**src/rtl/vx_ecc_line_scrubber.sv**
```systemverilog
// Background ECC scrubber: visits one line every SCRUB_INTERVAL idle cycles, reads it, then writes back or invalidates it.
// Each request is held on the req/gnt slot until it is granted. A pipeline write to the line under scrub aborts the visit.
module vx_ecc_line_scrubber #(
    parameter int LINE_COUNT     = 64,
    parameter int LINE_SEL_BITS  = $clog2(LINE_COUNT),
    parameter int LINE_WIDTH     = 128,
    parameter int SCRUB_INTERVAL = 1024,
    parameter int CNT_WIDTH      = 16
) (
    input  logic                     clk,
    input  logic                     reset,
    input  logic                     enable,
    output logic                     req,
    output logic                     req_wr,
    output logic                     req_inv,
    output logic [LINE_SEL_BITS-1:0] req_addr,
    output logic [LINE_WIDTH-1:0]    req_data,
    input  logic                     gnt,
    input  logic                     rsp_valid,
    input  logic                     rsp_line_valid,
    input  logic                     rsp_corrected,
    input  logic                     rsp_dfault,
    input  logic [LINE_WIDTH-1:0]    rsp_data,
    input  logic                     snp_wr_valid,
    input  logic [LINE_SEL_BITS-1:0] snp_wr_addr,
    output logic [CNT_WIDTH-1:0]     corr_count,
    output logic [CNT_WIDTH-1:0]     dfault_count,
    output logic                     busy
);
    localparam int TMR_W = $clog2(SCRUB_INTERVAL + 1);
    localparam logic [TMR_W-1:0]     TMR_LAST = TMR_W'(SCRUB_INTERVAL - 1);
    localparam logic [CNT_WIDTH-1:0] CNT_MAX  = '1;

    typedef enum logic [2:0] {
        S_WAIT_TMR,
        S_RD_REQ,
        S_RD_WAIT,
        S_WB_REQ,
        S_INV_REQ,
        S_NEXT
    } state_t;

    state_t                   r_state, w_state_nxt;
    logic [TMR_W-1:0]         r_tmr, w_tmr_nxt;
    logic [LINE_SEL_BITS-1:0] r_ptr;
    logic                     r_stale, w_stale_nxt;
    logic [LINE_WIDTH-1:0]    r_wb_data;
    logic [CNT_WIDTH-1:0]     r_corr_cnt, r_dfault_cnt;
    logic                     w_snp_hit, w_corr_inc, w_dfault_inc;

    assign w_snp_hit = snp_wr_valid && (snp_wr_addr == r_ptr);

    always_comb begin
        w_state_nxt  = r_state;
        w_tmr_nxt    = r_tmr;
        w_stale_nxt  = r_stale;
        w_corr_inc   = 1'b0;
        w_dfault_inc = 1'b0;
        req          = 1'b0;
        req_wr       = 1'b0;
        req_inv      = 1'b0;
        case (r_state)
            S_WAIT_TMR: begin
                if (!enable) begin
                    w_tmr_nxt = '0;
                end else if (r_tmr == TMR_LAST) begin
                    w_tmr_nxt   = '0;
                    w_state_nxt = S_RD_REQ;
                end else begin
                    w_tmr_nxt = r_tmr + TMR_W'(1);
                end
            end
            S_RD_REQ: begin
                req = 1'b1;
                if (gnt) begin
                    w_state_nxt = S_RD_WAIT;
                    w_stale_nxt = 1'b0;
                end
            end
            S_RD_WAIT: begin
                if (rsp_valid) begin
                    w_stale_nxt  = 1'b0;
                    // Fault counts stand even when the visit is abandoned as stale.
                    w_dfault_inc = rsp_line_valid && rsp_dfault;
                    w_corr_inc   = rsp_line_valid && !rsp_dfault && rsp_corrected;
                    if (r_stale || w_snp_hit)
                        w_state_nxt = S_NEXT;
                    else if (w_dfault_inc)
                        w_state_nxt = S_INV_REQ;
                    else if (w_corr_inc)
                        w_state_nxt = S_WB_REQ;
                    else
                        w_state_nxt = S_NEXT;
                end else if (w_snp_hit) begin
                    w_stale_nxt = 1'b1;
                end
            end
            S_WB_REQ: begin
                req    = 1'b1;
                req_wr = 1'b1;
                // A snoop hit alongside gnt still lets the granted transfer go.
                if (gnt || w_snp_hit)
                    w_state_nxt = S_NEXT;
            end
            S_INV_REQ: begin
                req     = 1'b1;
                req_inv = 1'b1;
                if (gnt || w_snp_hit)
                    w_state_nxt = S_NEXT;
            end
            S_NEXT: begin
                w_state_nxt = S_WAIT_TMR;
            end
            default: begin
                w_state_nxt = S_WAIT_TMR;
            end
        endcase
    end

    always_ff @(posedge clk) begin
        if (reset) begin
            r_state      <= S_WAIT_TMR;
            r_tmr        <= '0;
            r_ptr        <= '0;
            r_stale      <= 1'b0;
            r_wb_data    <= '0;
            r_corr_cnt   <= '0;
            r_dfault_cnt <= '0;
        end else begin
            r_state <= w_state_nxt;
            r_tmr   <= w_tmr_nxt;
            r_stale <= w_stale_nxt;
            if (w_corr_inc)
                r_wb_data <= rsp_data;
            if (w_corr_inc && r_corr_cnt != CNT_MAX)
                r_corr_cnt <= r_corr_cnt + CNT_WIDTH'(1);
            if (w_dfault_inc && r_dfault_cnt != CNT_MAX)
                r_dfault_cnt <= r_dfault_cnt + CNT_WIDTH'(1);
            if (r_state == S_NEXT)
                r_ptr <= r_ptr + LINE_SEL_BITS'(1);
        end
    end

    assign req_addr     = r_ptr;
    assign req_data     = (r_state == S_WB_REQ) ? r_wb_data : '0;
    assign corr_count   = r_corr_cnt;
    assign dfault_count = r_dfault_cnt;
    assign busy         = (r_state != S_WAIT_TMR);

endmodule

```
**config.mk**
```make
export PLATFORM = sky130hd
export DESIGN_NAME = vx_ecc_line_scrubber
export DESIGN_NICKNAME = d
export VERILOG_FILES = /design/src/rtl/vx_ecc_line_scrubber.sv
export SDC_FILE = /design/constraint.sdc
export NUM_CORES = 1
export LEC_CHECK = 0
export BUFFER_PORTS_ARGS = -buffer_cell sky130_fd_sc_hd__buf_2
export CAP_MARGIN = 20
export CORE_MARGIN = 1.5
export CORE_UTILIZATION = 51
export CTS_BUF_LIST = sky130_fd_sc_hd__clkbuf_8
export CTS_CLUSTER_DIAMETER = 40
export DETAILED_ROUTE_END_ITERATION = 10
export GPL_TIMING_DRIVEN = 0
export PLACE_DENSITY = 0.85
export SLEW_MARGIN = 30
export SYNTH_ARGS = -nofsm -noshare
export SYNTH_HDL_FRONTEND = slang
export SYNTH_SLANG_ARGS = --single-unit
```
**constraint.sdc**
```tcl
create_clock -name clk -period 2.55 [get_ports clk]
set_input_delay 0.765 -clock clk [delete_from_list [all_inputs] [get_ports clk]]
set_output_delay 0.765 -clock clk [all_outputs]
set_load 0.02 [all_outputs]
```
==> results.cfg <==
[run_status]
status = finished with violations
violations = setup timing

[sta]
fin_crit_sh = 1.01
timing.final.hold_violations = 0
hold_slack_ns = 0.455
setup_viol = 35
worst_slack_ns = -0.0369
period_needed_ns = 2.59
fmax_mhz = 387
fin_skew_ns = 0.0202
slew_violations = 0
worst_pin_slew_ns = 0.834
rsz0062_at_grt = yes
max-slew-margin-rel = 0.444

[routing]
drt_wl_total_um = 29500
drt_iter0_drc = 719
ant_nets = 0
drc = 0
wire_per_inst_um = 18.3
first_pass_iters = 8
vias = 9006
drt-vias-per-instance = 5.58

[setup_path]
cp_top_family = buffers and inverters
critical_path.max_fanout = 10
required_ns = 2.89
slowest_delay_ns = 0.45
startpoint = r_state[2]$_SDFFE_PP0P_
crit_path_start_kind = flop
worst_ep_arrival_time_ns = 2.92
end_kind = flop
path_depth = 9
path_class = reg -> reg
rr_startpoint = r_state[2]$_SDFFE_PP0P_
crit_buf_inv = 5
slowest_stage = nor4bb_1
crit_chain = buf_6 > buf_4 > buf_4 > nor4bb_1 > nand2_1 > clkbuf_1 > clkbuf_1 > nand2_1 > a21oi_1
reg2regPathDepth = 9

[cts]
clkSlewWorstSetupHoldPaths_ns = 0.10
cts_buffers = 17
cts_tree = built
cts_buffer_depth = 2
clk_latency_ns = 0.47
root_buffer = clkbuf_8
cts.sinks = 181
htreeDepth = 4

[placed_design]
gp_congestion = 0.902
numPortBuffers = 312
dp_cells = 1556
dp_hpwl_um = 18800
place_ws_ns = -0.599
place_area_mm2 = 0.00981

[yosys]
syn_area_mm2 = 0.00799
yosysTopAreaCellShare = 0.454
synth_flop_cell = dfxtp_1
netlist_instances = 1033
synth_cell_type_count = 50
synth.most_common_cell = nand2_1
syn_nets = 1180
synth_edf_count = 0
yosys_register_bits = 181
async_flop_share = 0
ys_seq_area_frac = 0.454
yosys_warnings = 0
avgSynthCellArea_um2 = 7.73
netlist_top_cells_count = nand2_1, dfxtp_1, a21oi_1
synth_top_area_cell = dfxtp_1
synthTopCellsByArea = dfxtp_1, nand2_1, and2_1

[power]
internal_power_uw = 3940
peakVddDrop_mv = 0.278
powerDensity_mw_per_mm2 = 458
pwr-share-clk = 0.385
p_leak_uw = 0.00478
seqPwrFrac = 0.535
p_switching_uw = 1400
sw_frac_of_total = 0.262
comb_power_share = 0.080

[floorplan]
ioPinCount = 313
core_mm2 = 0.0153
die_width_um = 128
die_y_um = 128
start_util = 0.524
die_area_mm2 = 0.0164
rows = 45

[final_layout]
final_design_area_no_fill_mm2 = 0.0117
final_nets = 1529
post-route-util = 0.764
fillers = 1030
drive_above_1_share = 0.363
stdcell_count = 1613
areaGrowthSynthToFinish_pct = 45.9

[flow_run]
maxCapViolations = 0

[min_path]
hold_depth = 2
hp-start = r_wb_data[75]$_SDFFE_PP0P_
hold_path_class = reg -> reg

[grt]
grt_use_total = 0.310
grt_pass1_wl_um = 39600
antenna_found_initial = 8
grt_max_degree = 18
overflow = 0
grt_pass1_vias = 7858
## cell usage in the layout, fill, tap and decap left out, types with 3 or more instances in the layout
cell        instances
a21oi_1           141
a311oi_1            6
a31oi_1             7
a41oi_1             4
and2_1             37
and2_4             97
and3_1              4
buf_2             208
buf_4              15
buf_6             114
buf_8              12
clkbuf_1           37
clkbuf_16           8
clkbuf_8           18
clkinvlp_4          4
dfxtp_1           178
dfxtp_2             3
diode_2             7
ha_1                4
inv_1              10
inv_6               4
mux2i_1             4
nand2_1           281
nand3_1            16
nand4_1            11
nor2_1             39
nor3_1             15
nor4_1              4
o2111ai_1           5
o211ai_1            7
o21a_1              5
o21ai_0            13
o31a_1              3
or3_1               9
xnor2_1            14
xor2_1             15
## area by class of cell
type / count / area (um2) / share of cell area
plain buffers: 68 / 488 / 0.0419
flip-flops and latches: 181 / 3630 / 0.311
well taps: 211 / 264 / 0.0226
repair buffers: 330 / 2490 / 0.214
clock buffers: 18 / 248 / 0.0213
multi-input cells: 771 / 4300 / 0.369
clock inverters: 14 / 165 / 0.0142
inverters: 13 / 53.8 / 0.00462
diodes: 7 / 17.5 / 0.00150
## sequential cells by signal, indices dropped and copies added (netlist names)
register and count:
r_tmr 11, corr_count 16, r_state 3, dfault_count 16, req_addr 6, r_stale 1, r_wb_data 128
## tightest hold or removal path, delay by kind of cell (launching register included)
| family | cells | cell delay [ns] |
|---|---|---|
| simple gates | 1 | 0.05 |
| compound gates | 1 | 0.05 |
| flops | 1 | 0.32 |
## worst paths after layout
check	endpoint	slack, ns
worst max-delay path	r_wb_data[26]$_SDFFE_PP0P_	-0.04
worst min-delay path	r_wb_data[75]$_SDFFE_PP0P_	0.45
worst max register to register	r_wb_data[26]$_SDFFE_PP0P_	-0.04
worst min register to register	r_wb_data[75]$_SDFFE_PP0P_	0.45
## stage by stage
stage | TNS, ns | total power (uW)
5_1_grt | -6.41 | 5510
2_1_floorplan | 0 | 3090
3_3_place_gp | -48.46 | 3270
3_5_place_dp | -67.25 | 3280
4_1_cts | -4.50 | 5300
6_report | -0.512 | 5340
## logic make-up (layout without fill, tap and decap cells)
family	Yosys count	after routing	synth area share
buffers and inverters	81	443	0.0410
adder cells (fa/ha/maj)	4	4	0.00626
multiplexers	4	4	0.00501
AND/OR/NAND/NOR	533	533	0.320
XOR/XNOR	29	29	0.0318
flip-flops	181	181	0.454
other	0	7	0
AO/OA/AOI/OAI	201	201	0.143
## power by group through the flow
stage	combinational, uW	sequential (uW)	clock [uW]
after floorplan	174	2920	0
after global placement	354	2920	0
final	426	2860	2060
after global routing	458	2860	2190
after CTS	382	2850	2060
after detailed placement	358	2920	0
## layer usage
layer  track usage  routed length [um]  up-vias
li1              -                   -     4142
met1         0.361               10900     4199
met2         0.528               14400      518
met3        0.0705                2280      145
met4         0.171                1900        2
met5             0                  14        -
## timing repair
| item | CTS | global route |
|---|---|---|
| pin swaps | 1 | 32 |
| gates cloned | 4 | 4 |
| endpoints found under the setup margin | 132 | 126 |
| gates resized for setup | 251 | 156 |
| hold buffers | 0 | 0 |
| buffers inserted | 4 | 6 |
Power figures use the tool's default switching activity.
